<file path="src/rtl/video_timing_gen_pkg.sv">
// Shared types for the raster timing generator: phase FSM encoding, the
// register bundle and the phase-step helper used by both axes.
package video_timing_gen_pkg;

    typedef enum logic [1:0] {
        ACTIVE = 2'd0,
        FRONT  = 2'd1,
        SYNC   = 2'd2,
        BACK   = 2'd3
    } phase_t;

    typedef struct packed {
        phase_t      nxt;
        logic [11:0] last;
    } phase_step_t;

    // Sync bits hold the asserted state; polarity is applied at the port.
    typedef struct packed {
        logic [11:0] h_cnt;
        logic [10:0] v_cnt;
        phase_t      h_phase;
        phase_t      v_phase;
        logic        hsync;
        logic        vsync;
        logic        de;
        logic [10:0] x;
        logic [9:0]  y;
        logic        line_start;
        logic        frame_start;
    } vtg_regs_t;

    localparam vtg_regs_t VTG_RESET = '{
        h_cnt:       12'd0,
        v_cnt:       11'd0,
        h_phase:     ACTIVE,
        v_phase:     ACTIVE,
        hsync:       1'b0,
        vsync:       1'b0,
        de:          1'b0,
        x:           11'd0,
        y:           10'd0,
        line_start:  1'b0,
        frame_start: 1'b0
    };

    // Last count belonging to phase ph, and the phase that follows it.
    // Zero-length porches/syncs are skipped; the active phase is never empty.
    function automatic phase_step_t phase_step(input phase_t ph, input int a,
                                               input int f, input int s, input int b);
        int     len [4];
        int     end_c;
        phase_t nx;
        phase_t cand;
        logic   found;
        len[0] = a;
        len[1] = f;
        len[2] = s;
        len[3] = b;
        end_c  = 0;
        for (int i = 0; i < 4; i++)
            if (i <= int'(ph)) end_c += len[i];
        nx    = ph;
        found = 1'b0;
        for (int i = 1; i < 4; i++) begin
            cand = phase_t'(2'(int'(ph) + i));
            if (!found && len[int'(cand)] != 0) begin
                nx    = cand;
                found = 1'b1;
            end
        end
        return '{nxt: nx, last: 12'(end_c - 1)};
    endfunction

endpackage

</file>
<file path="src/rtl/video_timing_gen.sv">
// Raster timing generator: phase FSMs on both axes, outputs registered from
// the decode of the current counters, so outputs lag the counters by one cycle.
module video_timing_gen
    import video_timing_gen_pkg::*;
#(
    parameter int   H_ACTIVE = 1366,
    parameter int   H_FRONT  = 70,
    parameter int   H_SYNC   = 143,
    parameter int   H_BACK   = 213,
    parameter int   V_ACTIVE = 768,
    parameter int   V_FRONT  = 3,
    parameter int   V_SYNC   = 3,
    parameter int   V_BACK   = 24,
    parameter logic SYNC_POS = 1'b1
) (
    input  logic        i_nrst,
    input  logic        i_clk,
    input  logic        i_en,
    output logic        o_hsync,
    output logic        o_vsync,
    output logic        o_de,
    output logic [10:0] o_x,
    output logic [9:0]  o_y,
    output logic        o_line_start,
    output logic        o_frame_start
);

    localparam int HT       = H_ACTIVE + H_FRONT + H_SYNC + H_BACK;
    localparam int VT       = V_ACTIVE + V_FRONT + V_SYNC + V_BACK;
    localparam int HSS      = H_ACTIVE + H_FRONT;
    localparam int VS_START = V_ACTIVE + V_FRONT;
    localparam int VS_END   = VS_START + V_SYNC;
    // With no back porch the vsync tail lands on line 0 of the next frame.
    localparam int VS_TAIL  = (VS_END >= VT) ? 0 : VS_END;

    generate
        if (HT > 4095 || VT > 2047 || H_ACTIVE < 1 || H_ACTIVE > 2047 ||
            V_ACTIVE < 1 || V_ACTIVE > 1023) begin : g_bad_timing
            $error("video_timing_gen: timing parameters out of range");
        end
    endgenerate

    vtg_regs_t   r, r_nxt;
    phase_step_t hstep, vstep;
    logic        h_wrap, v_wrap;

    always_comb begin
        hstep  = phase_step(r.h_phase, H_ACTIVE, H_FRONT, H_SYNC, H_BACK);
        vstep  = phase_step(r.v_phase, V_ACTIVE, V_FRONT, V_SYNC, V_BACK);
        h_wrap = (r.h_cnt == 12'(HT - 1));
        v_wrap = (r.v_cnt == 11'(VT - 1));
        r_nxt  = r;

        r_nxt.de          = (r.h_phase == ACTIVE) && (r.v_phase == ACTIVE);
        r_nxt.x           = r_nxt.de ? r.h_cnt[10:0] : 11'd0;
        r_nxt.y           = (r.v_phase == ACTIVE) ? r.v_cnt[9:0] : 10'd0;
        r_nxt.hsync       = (r.h_phase == SYNC);
        // vsync edges sit on the hsync leading edge of the first and the
        // first-after-last sync lines.
        r_nxt.vsync       = ((r.v_phase == SYNC) &&
                             (r.v_cnt != 11'(VS_START) || r.h_cnt >= 12'(HSS))) ||
                            ((V_SYNC > 0) && r.v_cnt == 11'(VS_TAIL) && r.h_cnt < 12'(HSS));
        r_nxt.line_start  = (r.h_cnt == 12'd0) && (r.v_phase == ACTIVE);
        r_nxt.frame_start = (r.h_cnt == 12'd0) && (r.v_cnt == 11'd0);

        if (r.h_cnt == hstep.last) r_nxt.h_phase = hstep.nxt;
        r_nxt.h_cnt = h_wrap ? 12'd0 : r.h_cnt + 12'd1;
        if (h_wrap) begin
            if ({1'b0, r.v_cnt} == vstep.last) r_nxt.v_phase = vstep.nxt;
            r_nxt.v_cnt = v_wrap ? 11'd0 : r.v_cnt + 11'd1;
        end
    end

    always_ff @(posedge i_clk or negedge i_nrst) begin
        if (!i_nrst)    r <= VTG_RESET;
        else if (!i_en) r <= VTG_RESET;
        else            r <= r_nxt;
    end

    assign o_hsync       = r.hsync ^ ~SYNC_POS;
    assign o_vsync       = r.vsync ^ ~SYNC_POS;
    assign o_de          = r.de;
    assign o_x           = r.x;
    assign o_y           = r.y;
    assign o_line_start  = r.line_start;
    assign o_frame_start = r.frame_start;

endmodule

</file>
<file path="config.mk">
export PLATFORM = sky130hd
export DESIGN_NAME = video_timing_gen
export DESIGN_NICKNAME = d
export VERILOG_FILES = /design/src/rtl/video_timing_gen_pkg.sv /design/src/rtl/video_timing_gen.sv
export SDC_FILE = /design/constraint.sdc
export NUM_CORES = 1
export LEC_CHECK = 0
export CORE_MARGIN = 4
export CORE_UTILIZATION = 40
export DETAILED_ROUTE_END_ITERATION = 8
export PLACE_DENSITY = 0.64
export SETUP_SLACK_MARGIN = 0.5
export SKIP_CTS_REPAIR_TIMING = 1
export SKIP_LAST_GASP = 1
export SLEW_MARGIN = 20
export SYNTH_ARGS = -nofsm -noshare
export SYNTH_HDL_FRONTEND = slang
export SYNTH_SLANG_ARGS = --single-unit
</file>
<file path="constraint.sdc">
create_clock -name i_clk -period 2.1 [get_ports i_clk]
set_clock_uncertainty 0.1 [all_clocks]
set_input_delay 0.525 -clock i_clk [delete_from_list [all_inputs] [get_ports i_clk]]
set_output_delay 0.525 -clock i_clk [all_outputs]
set_load 0.02 [all_outputs]
</file>
-- Word-level counts from Yosys, hierarchy flattened
Index checks and enable logic that the tools add are counted.
- RAM bits: 0
- output and inout bits: 26
- memories kept: 0
- latch bits: 0
- flip-flop bits (word level): 53
- bits in read-only memories: 0
- add/subtract/negate cells: 14
- order comparisons: 14
- equality and inequality tests: 13
- div/mod/pow operators: 0
- shift-type cells: 0
- reductions and logical operators: 27
- muxes and demuxes: 43
- bitwise operators: 6
- multipliers: 0
- operator list (kind ; number):
    binary-select mux 32 bit (select 2 bit) ; 6
    two-way mux 32 bit ; 12
    greater-or-equal comparator 32 x 3 -> 1 bit (second input constant) ; 6
    NOT 2 -> 32 bit ; 6
    nonzero test 32 bit ; 6
    two-way mux 12 bit ; 5
    two-way mux 53 bit ; 1
    two-way mux 11 bit ; 3
    subtractor 12 x 2 -> 12 bit (second input constant) ; 2
    == test 11 x 10 -> 1 bit (second input constant) ; 2
    two-way mux 2 bit ; 10
    adder 11 x 8 -> 12 bit (second input constant) ; 1
    adder 12 x 1 -> 12 bit (second input constant) ; 1
    adder 12 x 6 -> 12 bit (second input constant) ; 1
    adder 12 x 8 -> 12 bit (second input constant) ; 1
    == test 11 x 12 -> 1 bit ; 1
    == test 12 x 11 -> 1 bit (second input constant) ; 1
    == test 12 bit ; 1
    greater-or-equal comparator 12 x 11 -> 1 bit (second input constant) ; 1
    zero test 12 bit ; 1
    < comparator 12 x 11 -> 1 bit (second input constant) ; 1
    adder 10 x 2 -> 11 bit (second input constant) ; 1
    adder 11 x 1 -> 11 bit (second input constant) ; 1
    zero test 11 bit ; 1
    17 further kinds ; 45

-- Depth between registers and ports, before layout
Gate-level depths: netlist of run 1.
- depth after elaboration: 16
- mapped depth: 8
- mapped depth without buffers: 7

-- Worst setup path before layout of run 1
Ideal clock, no wire load.
- kind: flip-flop to flip-flop
- from: reg r[29] (netlist bit)
- to: reg r[29] (netlist bit)
- arrival: 1.761 ns
- buffers on the path: 0
- stages on the path, launching flop included: 7
- path slack: 0.119 ns
- path through: dfrtp_1 -> ha_1 -> xnor2_1 -> or3_1 -> a2111oi_4 -> mux2i_1 -> nor2b_1
- word-level cells in the longest chain between the ends: 15
- elaborated cells on any way between the ends: 42
- ends and longest elaborated chain (item ; RTL line ; source):
    start: declaration ; video_timing_gen.sv:43 ; vtg_regs_t r, r_nxt;
    start signal: assignment ; video_timing_gen.sv:77 ; else r <= r_nxt;
    parallel branches: the longest is 15 deep, another holds adder 11 x 8 -> 12 bit ; - ;
Parallel ways; which one is timed is not known. The select of a mux whose other input is x is not followed.
A chain may end at the register's enable or synchronous reset.

-- Worst setup path after layout of run 1
Same ends and word-level chain as after synthesis.

==> results of run 1 <==
-- power groups by stage --
| stage | sequential (uW) | combinational (uW) | clock [uW] |
|---|---|---|---|
| floorplan | 1070 | 59.5 | 0 |
| global placement | 1060 | 138 | 0 |
| detailed placement | 1060 | 139 | 0 |
| CTS | 1040 | 140 | 614 |
| global route | 1040 | 173 | 658 |
| finish | 1040 | 157 | 598 |
-- through the flow --
stage          worst slack, ps  cells  util, %  hold slack [ps]  area [um^2]
6_report                  71.4    430     52.3             50.7         3770
5_1_grt                  -28.2    430     52.3             76.0         3770
4_1_cts                  -3.82    418     47.7             59.5         3440
3_5_place_dp              14.6    410     46.4              397         3350
3_3_place_gp              52.9    410     46.4              399         3350
2_1_floorplan              148    294        -              129         2990
-- sequential cells by signal, summed over array words and instances (netlist names) --
name	cells
o_de	1
o_frame_start	1
o_hsync	1
o_line_start	1
o_vsync	1
o_x	11
o_y	10
r	27
-- cell usage in the layout (no fill, tap or decap), drive strengths merged, types with 3 or more instances in the layout --
cell / count
o31ai: 7
buf: 38
a31oi: 3
xnor2: 11
o21ai: 11
nor3b: 4
dlymetal6s2s: 27
nand2: 13
and3: 10
and2: 15
nand3: 17
and3b: 4
nor2: 28
ha: 17
nor3: 7
clkbuf: 5
xor2: 7
a21oi: 3
inv: 15
nor2b: 6
dfrtp: 53
nand4: 3
-- cells in the mapped netlist, types with 2 or more instances --
cell type,count
o21ai_0,8
buf_6,2
nor3_1,7
and3_1,10
a2111oi_4,2
nand3_1,17
or2_2,2
nor2b_1,6
nand4_1,3
o2111ai_1,2
clkbuf_1,5
xnor2_1,11
nand3b_1,2
ha_1,17
o41ai_2,2
o31ai_1,7
and3b_1,4
a21oi_1,3
o22ai_1,2
nor4_1,2
o21ai_1,3
a31oi_1,3
nand2_1,12
inv_1,14
xor2_1,7
nand2b_1,2
and2_1,15
buf_2,6
nor2_1,28
mux2i_1,2
nor3b_1,4
buf_4,22
dfrtp_1,53
-- area by class of cell --
| type | count | share of cell area, % |
|---|---|---|
| Multi-Input combinational cell | 191 | 39.9 |
| Sequential cell | 53 | 35.3 |
| Timing Repair Buffer | 65 | 17.7 |
| Tap cell | 99 | 3.28 |
| Clock buffer | 5 | 1.82 |
| Inverter | 14 | 1.39 |
| Clock inverter | 3 | 0.663 |
-- logic make-up after synthesis --
group                      count (synthesis)  share of synthesized area [%]
AOI/OAI and AO/OA                         33                           9.04
xor gates and xnor gates                  18                           5.35
adders and majority gates                 17                           7.22
buffers and inverters                     50                           9.98
DFF                                       53                           45.0
muxes                                      3                           1.06
and+or+nand+nor                          120                           22.3
-- layer usage --
layer,up-vias,track usage [%],share of wire [%]
li1,1038,-,-
met1,1075,19.6,46
met2,45,23.5,50
met3,5,1.60,3.3
met4,0,5.05,1.1
met5,-,0,0
-- how the worst max path moves through the flow --
stage	to	slack [ps]
floorplan	r[29]	150
global placement	r[27]	50
detailed placement	r[27]	10
CTS	r[27]	-4
global route	r[29]	-30
finish	r[29]	70
-- worst reg2reg max path, cell delays in order (launching register included) --
cell and delay, ps:
dfrtp_2 470, ha_4 190, xnor2_2 130, or3_4 380, a2111oi_4 370, mux2i_1 230
nor2b_1 60
==> results.md, run 1 <==
- The most critical setup path has its startpoint at r[29].
- The switching share of total power is 25.4%.
- The initial antenna violation count is 0.
- The detail route stage leaves a number of antenna-violating nets equal to 0.
- The antenna cell count is 0.
- Pin placement for this block handled 29 I/O pins.
- Synthesis inferred 53 register bits.
- The internal power summed over all cells is 1340 uW.
- TritonCTS built the clock tree.
- Compared with the post-synthesis result, the final layout area differs by 28.1%.
- The final global-route overflow total is 0.
- The count of input and output buffers is 28.
- Entering global routing, the biggest net connects 34 pins.
- In this run the worst path has a maximum fanout of 6.
- Counting the buffers created by CTS gives 5.
- The arrival time of data at the critical path endpoint is 2130 ps.
- The total number of cells along the worst setup path is 6.
- From bottom edge to top edge, the die measures 93.8 um.
- After clock tree synthesis, the clock-pin slew on the worst setup and hold paths is 100 ps.
- The number of instances in the synthesized netlist is 294.
- The setup TNS is 0 ps.
- The transition at the pin with the smallest max-transition slack is 449 ps.
- After layout, the worst path uses 96.6% of the clock period.
- Among all flip-flop cells after synthesis, the most frequent one is dfrtp_1.
- The clock network is responsible for 33.4% of the overall power.
- The width of the die is 93.8 um.
- The first routing iteration left 193 violations.
- The fraction of synthesis flops using an asynchronous set or reset pin is 100%.
- VDD sags by at most 277 uV.
- The overall power after layout is 1790 uW.
- The area share of the largest cell type after synthesis is 45.0%.
- In this run the critical register-to-register path is captured at r[29].
- The number of synthesis warnings is 0.
- The min-delay analysis places its worst path in the category primary input to async pin.
- The clock tree synthesis step divided the H-tree into 2 levels.
- The launch instance of the worst register-to-register path is r[29].
- After detailed routing, the total wire length is 6480 um.
- The buffer and inverter count on the worst path is 0.
- Once detailed placement completed, the half-perimeter wirelength came to 4380 um.
- The detailed router placed 2163 vias in this run.
- The critical path goes through ha_4, xnor2_2, or3_4, a2111oi_4, mux2i_1, nor2b_1.
- For the worst setup path, the data required time is 2210 ps.
- The longest clock path from root to sink contains 2 buffers.
- The global placer's final weighted congestion is 0.835.
- The number of max-capacitance violations reported is 0.
- The combined global-route utilization of all metal layers is 14.4%.
- The setup path with the least slack is of type flip-flop to flip-flop.
- The final period demand of the worst path is 2030 ps.
- In this run the clock root is driven by a clkbuf_8.
- The number of nets in the synthesized netlist is 314.
- The clock drives 53 sinks.
- Of the synthesized area, sequential elements account for 45.0%.
- The share of total power dissipated in sequential elements is 57.9%.
- The number of unique standard cell types used by synthesis is 42.
- The via count of the first global-routing pass was 2025.
- The filler cells instantiated in the layout total 638.
- Of the cells placed in the final design, the portion with a size suffix greater than 1 is 28.7%.
- Of all cell types, the one taking the most synthesized area is dfrtp_1.
- The number of hold violations in the final report is 0.
- For this design the ratio of total power to cell area is 475 nW/um^2.
- After detailed routing, the average wire length per cell comes to 15.1 um.
- The area of all sequential standard cells is 1330 um^2.
- The element type at the critical path end is a flip-flop.
- The largest stage delay on the critical path is 470 ps.
- In the final layout, the multi-input gates occupy 1500 um^2.
- The first-pass iteration count of the detailed router is 4.
- The core region is 7210 um^2.
- The clock latency on the worst-skew pair is 310 ps.
- After synthesis, the mean cell area works out to 10.0 um^2.
- Combinational logic burns 8.8% of the power.
- STA classifies the critical path startpoint as a flip-flop.
- Once the floorplan was initialized, standard cells occupied 40.8% of the core.
- The global-route wire length before repair is 10100 um.
- After synthesis, the cell types taking the most area are dfrtp_1 45%, ha_1 7.2%, buf_4 5.6%.
- The setup slack of the most critical reg-to-reg path is 70 ps.
- The floorplan step defined a die boundary enclosing 8800 um^2.
- The net switching power is 455 uW.
- Headroom to the max-slew limit came out at 70.1%.
- Setup repair after global routing could not meet its margin everywhere.
- Dividing the detail-routed via count by the number of cells gives 5.03.
- The cell area that synthesis handed to floorplanning was 2950 um^2.
- The number of nets in the layout is 350.
- Based on the critical path, the design can be clocked at up to 493 MHz.
- The run finished with clean final reports.
- The critical-path cell with the highest stage delay is dfrtp_2.
- The final number of setup-violating endpoints is 0.
- The cell count of the worst reg-to-reg path is 6.
- The largest delay contributor family on the critical path is flip-flops.
- The final-report max-slew violation count is 0.
- The reported leakage power is 0.00209 uW.
- In this run, synthesis inferred 0 flip-flops with an integrated enable.
- The number of placement rows is 31.
- The number of remaining DRC errors is 0.
No activity file was read; power rests on OpenSTA's default activity.
==> run 2: changes to the inputs <==
--- a/config.mk
+++ b/config.mk
@@ -5,9 +5,12 @@
 export SDC_FILE = /design/constraint.sdc
 export NUM_CORES = 1
 export LEC_CHECK = 0
+export ABC_AREA = 1
+export ABC_CLOCK_PERIOD_IN_PS = 2100
 export CORE_MARGIN = 4
 export CORE_UTILIZATION = 40
 export DETAILED_ROUTE_END_ITERATION = 8
+export GPL_TIMING_DRIVEN = 0
 export PLACE_DENSITY = 0.64
 export SETUP_SLACK_MARGIN = 0.5
 export SKIP_CTS_REPAIR_TIMING = 1
==> run 2 against run 1 <==
Setup slack improved by 370 ps. Synthesized cell count increased by 26%. Cell area increased by 2.6%. Count of clock-buffer cells in the layout increased by 1. Sequential power about the same. Register-to-register slack improved by 370 ps. Fmax increased by 22%. Synthesized area increased by 1.7%. Clock power increased by 3%. Non-clock buffer count increased by 10. Largest cell class unchanged. Highest routed layer unchanged.
==> results.md, run 2 <==
- The TritonCTS clock tree is yes.
- The number of unique standard cell types used by synthesis was 31 (-26%).
- The arrival time of data at the critical path endpoint is 1800 ps (-330 ps).
- The fraction of synthesis flops using an asynchronous set or reset pin was 100% (unchanged).
- The sequential group share of total power is 57.5% (-0.4 points).
- The remaining number of nets flagged by the antenna check after routing is 0 (unchanged).
- The maximum ir drop on the vdd rail came to 266 uV (-4.1%).
- The number of hold violations in the final report was 0 (unchanged).
- The total wire length after detailed routing is 6740 um (+4.0%).
- The global placer's final weighted congestion came to 0.886 (+6.1%).
- The count of input and output buffers is 28 (unchanged).
- The initial antenna violation count is 0 (unchanged).
- The worst setup path is launched from a flip-flop.
- The library cells used most frequently in the layout, excluding fill and tap cells, are 62 x nand2_1, 54 x nor2_1, 41 x dfrtp_1, 38 x buf_4, 36 x inv_1.
- The cell seen most often among critical-path stages is nand2_1.
- Setup repair after global routing could not meet its margin everywhere.
- The total core area came to 7250 um^2 (+0.54%).
- The number of vias per cell after detailed routing came to 4.82 (-4.1%).
- Yosys attributes the largest share of cell area to dfrtp_1 44%, nand2_1 8.5%, nor2_1 8.0%.
- The level count of the clock H-tree is 2 (unchanged).
- The via count of the first global-routing pass was 2246 (+11%).
- The clock buffer count from CTS is 5 (unchanged).
- The buffer and inverter count on the worst path is 2 (+2).
- The register area share after synthesis is 44.3% (-0.75 points).
- The total of fill cells in the finished design came to 674 (+5.6%).
- By instance count, the leading cell after synthesis is nand2_1.
- The required time of the worst setup path came to 2240 ps (+30 ps).
- The initial core utilization is 41.3% (+0.47 points).
- The number of flip-flops in the largest register is 27 (unchanged).
- The final period demand of the worst path is 1660 ps (-372 ps).
- The global-route wire length before repair is 10800 um (+7.7%).
- The count of vias placed by the detailed router was 2527 (+17%).
- The boundary pin count is 29 (unchanged).
- The flop and latch count out of synthesis is 53 (unchanged).
- The clock tree buffer depth is 2 (unchanged).
- The detailed router's first-iteration violation count is 153 (-21%).
- The reported leakage power was 0.00200 uW (-4.1%).
- The internal power summed over all cells is 1360 uW (+1.5%).
- The number of max-capacitance violations reported is 0 (unchanged).
- The final standard cell utilization of the core is 53.4% (+1.1 points).
- The net switching power was 455 uW (about the same).
- By startpoint and endpoint, the worst setup path is classified as flip-flop to flip-flop.
- The first-pass iteration count of the detailed router is 4 (unchanged).
- The number of instances in the synthesized netlist is 369 (+26%).
- The number of enable-type register cells in the synthesized netlist is 0 (unchanged).
- The placed wire-length estimate after detailed placement is 4670 um (+6.6%).
- The switching share of total power is 25.1% (-0.28 points).
- The worst-path maximum fanout is 6 (unchanged).
- The floorplan die height is 94.6 um (+0.78%).
- The number of remaining DRC errors is 0 (unchanged).
- The placed cell area was 3410 um^2 (+1.9%).
- The post-synthesis instance area is 3000 um^2 (+1.7%).
- The min-delay analysis places its worst path in the category primary input to async pin.
- The clock latency on the worst-skew pair is 310 ps (about the same).
- The commonest cells after synthesis are 68 x nand2_1, 64 x nor2_1, 53 x dfrtp_1, 45 x inv_1, 24 x nand3_1.
- The width of the die is 94.6 um (+0.78%).
- The proportion of power drawn by the clock network came to 34.0% (+0.6 points).
- The combined global-route utilization of all metal layers is 15.4% (+1.0 points).
- The number of nets in the layout was 444 (+27%).
- The final global-route overflow total is 0 (unchanged).
- The floorplan die area came to 8940 um^2 (+1.6%).
- The final number of setup-violating endpoints is 0 (unchanged).
- The logic gate share of total power is 8.4% (-0.4 points).
- The worst max-slew margin expressed relative to the limit is 57.7% (-12 points).
- The antenna cell count is 0 (unchanged).
- The area share of the largest cell type after synthesis was 44.3% (-0.75 points).
- The routed length per instance is 12.9 um (-15%).
- The element type at the critical path end is a flip-flop.
- The mean cell area of the mapped netlist is 8.12 um^2 (-19%).
- The transition at the pin with the smallest max-transition slack is 635 ps (+186 ps).
- The dominant cell type by area after synthesis is dfrtp_1.
- The final-report max-slew violation count is 0 (unchanged).
- The worst hold margin came to 134 ps (+83.4 ps).
- The portion of the clock cycle consumed by the worst path in the final layout is 78.9% (-18 points).
- Leaving out fill and tap cells, the most frequent cell in the layout is nand2_1.
- The flow ran to the end, and the final reports show no timing, DRC or antenna violations.
- The power density over the cells is 468 nW/um^2 (-1.4%).
- The maximum clock frequency was 604 MHz (+22%).
- The tree is rooted in a clkbuf_8.
- Compared with the post-synthesis result, the final layout area differs by 29.2%.
- The post-synthesis net count came to 389 (+24%).
- The setup TNS is 0 ps (unchanged).
- The ratio of cells with drive above 1 in the final layout came to 32.7% (+4.0 points).
- The largest delay contributor family on the critical path is simple AND/OR/NAND/NOR gates.
- The final design area excluding fillers is 3870 um^2 (+2.6%).
- The largest stage delay on the critical path is 440 ps (-30 ps).
- Among all stages on the critical path, the largest delay is contributed by dfrtp_2.
- The pin count of the biggest net entering global routing is 54 (+59%).
- For this run, the leading register cell type out of synthesis is dfrtp_1.
- The number of clock sinks is 53 (unchanged).
- The register ranked first by flip-flop count is r.
- The clock-pin transition on the worst setup and hold timing paths is 100 ps (about the same).
- The number of placement rows is 31 (unchanged).
- The number of synthesis warnings was 0 (unchanged).
- Traced cell by cell, the critical path runs through clkinv_4, ha_4, nand2_2, inv_2, nor2_2, nand3_2, nor2_4, nand2_1, nand2_1, nand2_1, nor2_1.
## run 2: cell count changes in the layout (fill, tap and decap cells not counted), moves of 8 or more
cell            change
a21oi_1            +13
buf_4               +9
inv_1              +26
xnor2_1             -9
clkbuf_2            +8
buf_6              +13
nand2_1            +51
dfrtp_2             +8
dfrtp_1             -8
nor2_1             +30
and2_1             -15
dlymetal6s2s_1     -20
## run 2: cell type report
class / instances / area [um^2] / share of cell area [%]
tap: 99 / 124 / 3.20
clock buffer: 6 / 82.6 / 2.13
clock inverter: 2 / 13.8 / 0.355
sequential: 53 / 1340 / 34.6
multi-input combinational: 244 / 1480 / 38.1
inverter: 45 / 183 / 4.72
timing repair buffer: 48 / 448 / 11.6
buffer: 27 / 204 / 5.27
## run 2: layer usage
layer	up-vias	global-route usage [%]	wire, um
li1	1251	-	-
met1	1209	22.0	3010
met2	53	23.9	3250
met3	14	2.15	306
met4	0	5.53	166
met5	-	0	0
## run 2: worst paths after layout
kind,from,slack (ps),endpoint,cells past startpoint
min in group i_clk,r[43],440,r[43],1
min reg2reg,r[43],440,r[43],1
max in group asynchronous,i_nrst,1310,r[29],1
min,i_nrst,130,o_y[7],1
max reg2reg,r[28],440,r[28],11
max,r[28],440,r[28],11
## run 2: cells by family after synthesis
logic type               Yosys count  share of synthesized area [%]
AND/OR/NAND/NOR                  187                           28.6
XOR/XNOR                           7                           2.05
adder cells (fa/ha/maj)           17                           7.10
buffers and inverters             72                           12.0
flip-flops                        53                           44.3
AO/OA/AOI/OAI                     33                           5.93
## run 2: through the flow
| step | setup slack [ps] | total power, uW | std cells |
|---|---|---|---|
| final | 444 | 1810 | 524 |
| after global routing | 293 | 1890 | 524 |
| after CTS | 111 | 1800 | 504 |
| after detailed placement | -138 | 1190 | 496 |
| after global placement | -1200 | 1190 | 496 |
| after floorplan | 545 | 1120 | 369 |
## run 2: power groups by stage
stage | registers, uW | logic [uW] | clock network [uW]
after CTS | 1040 | 126 | 637
final | 1040 | 153 | 617
after detailed placement | 1060 | 126 | 0
after floorplan | 1070 | 58.0 | 0
after global placement | 1060 | 124 | 0
after global routing | 1040 | 168 | 673
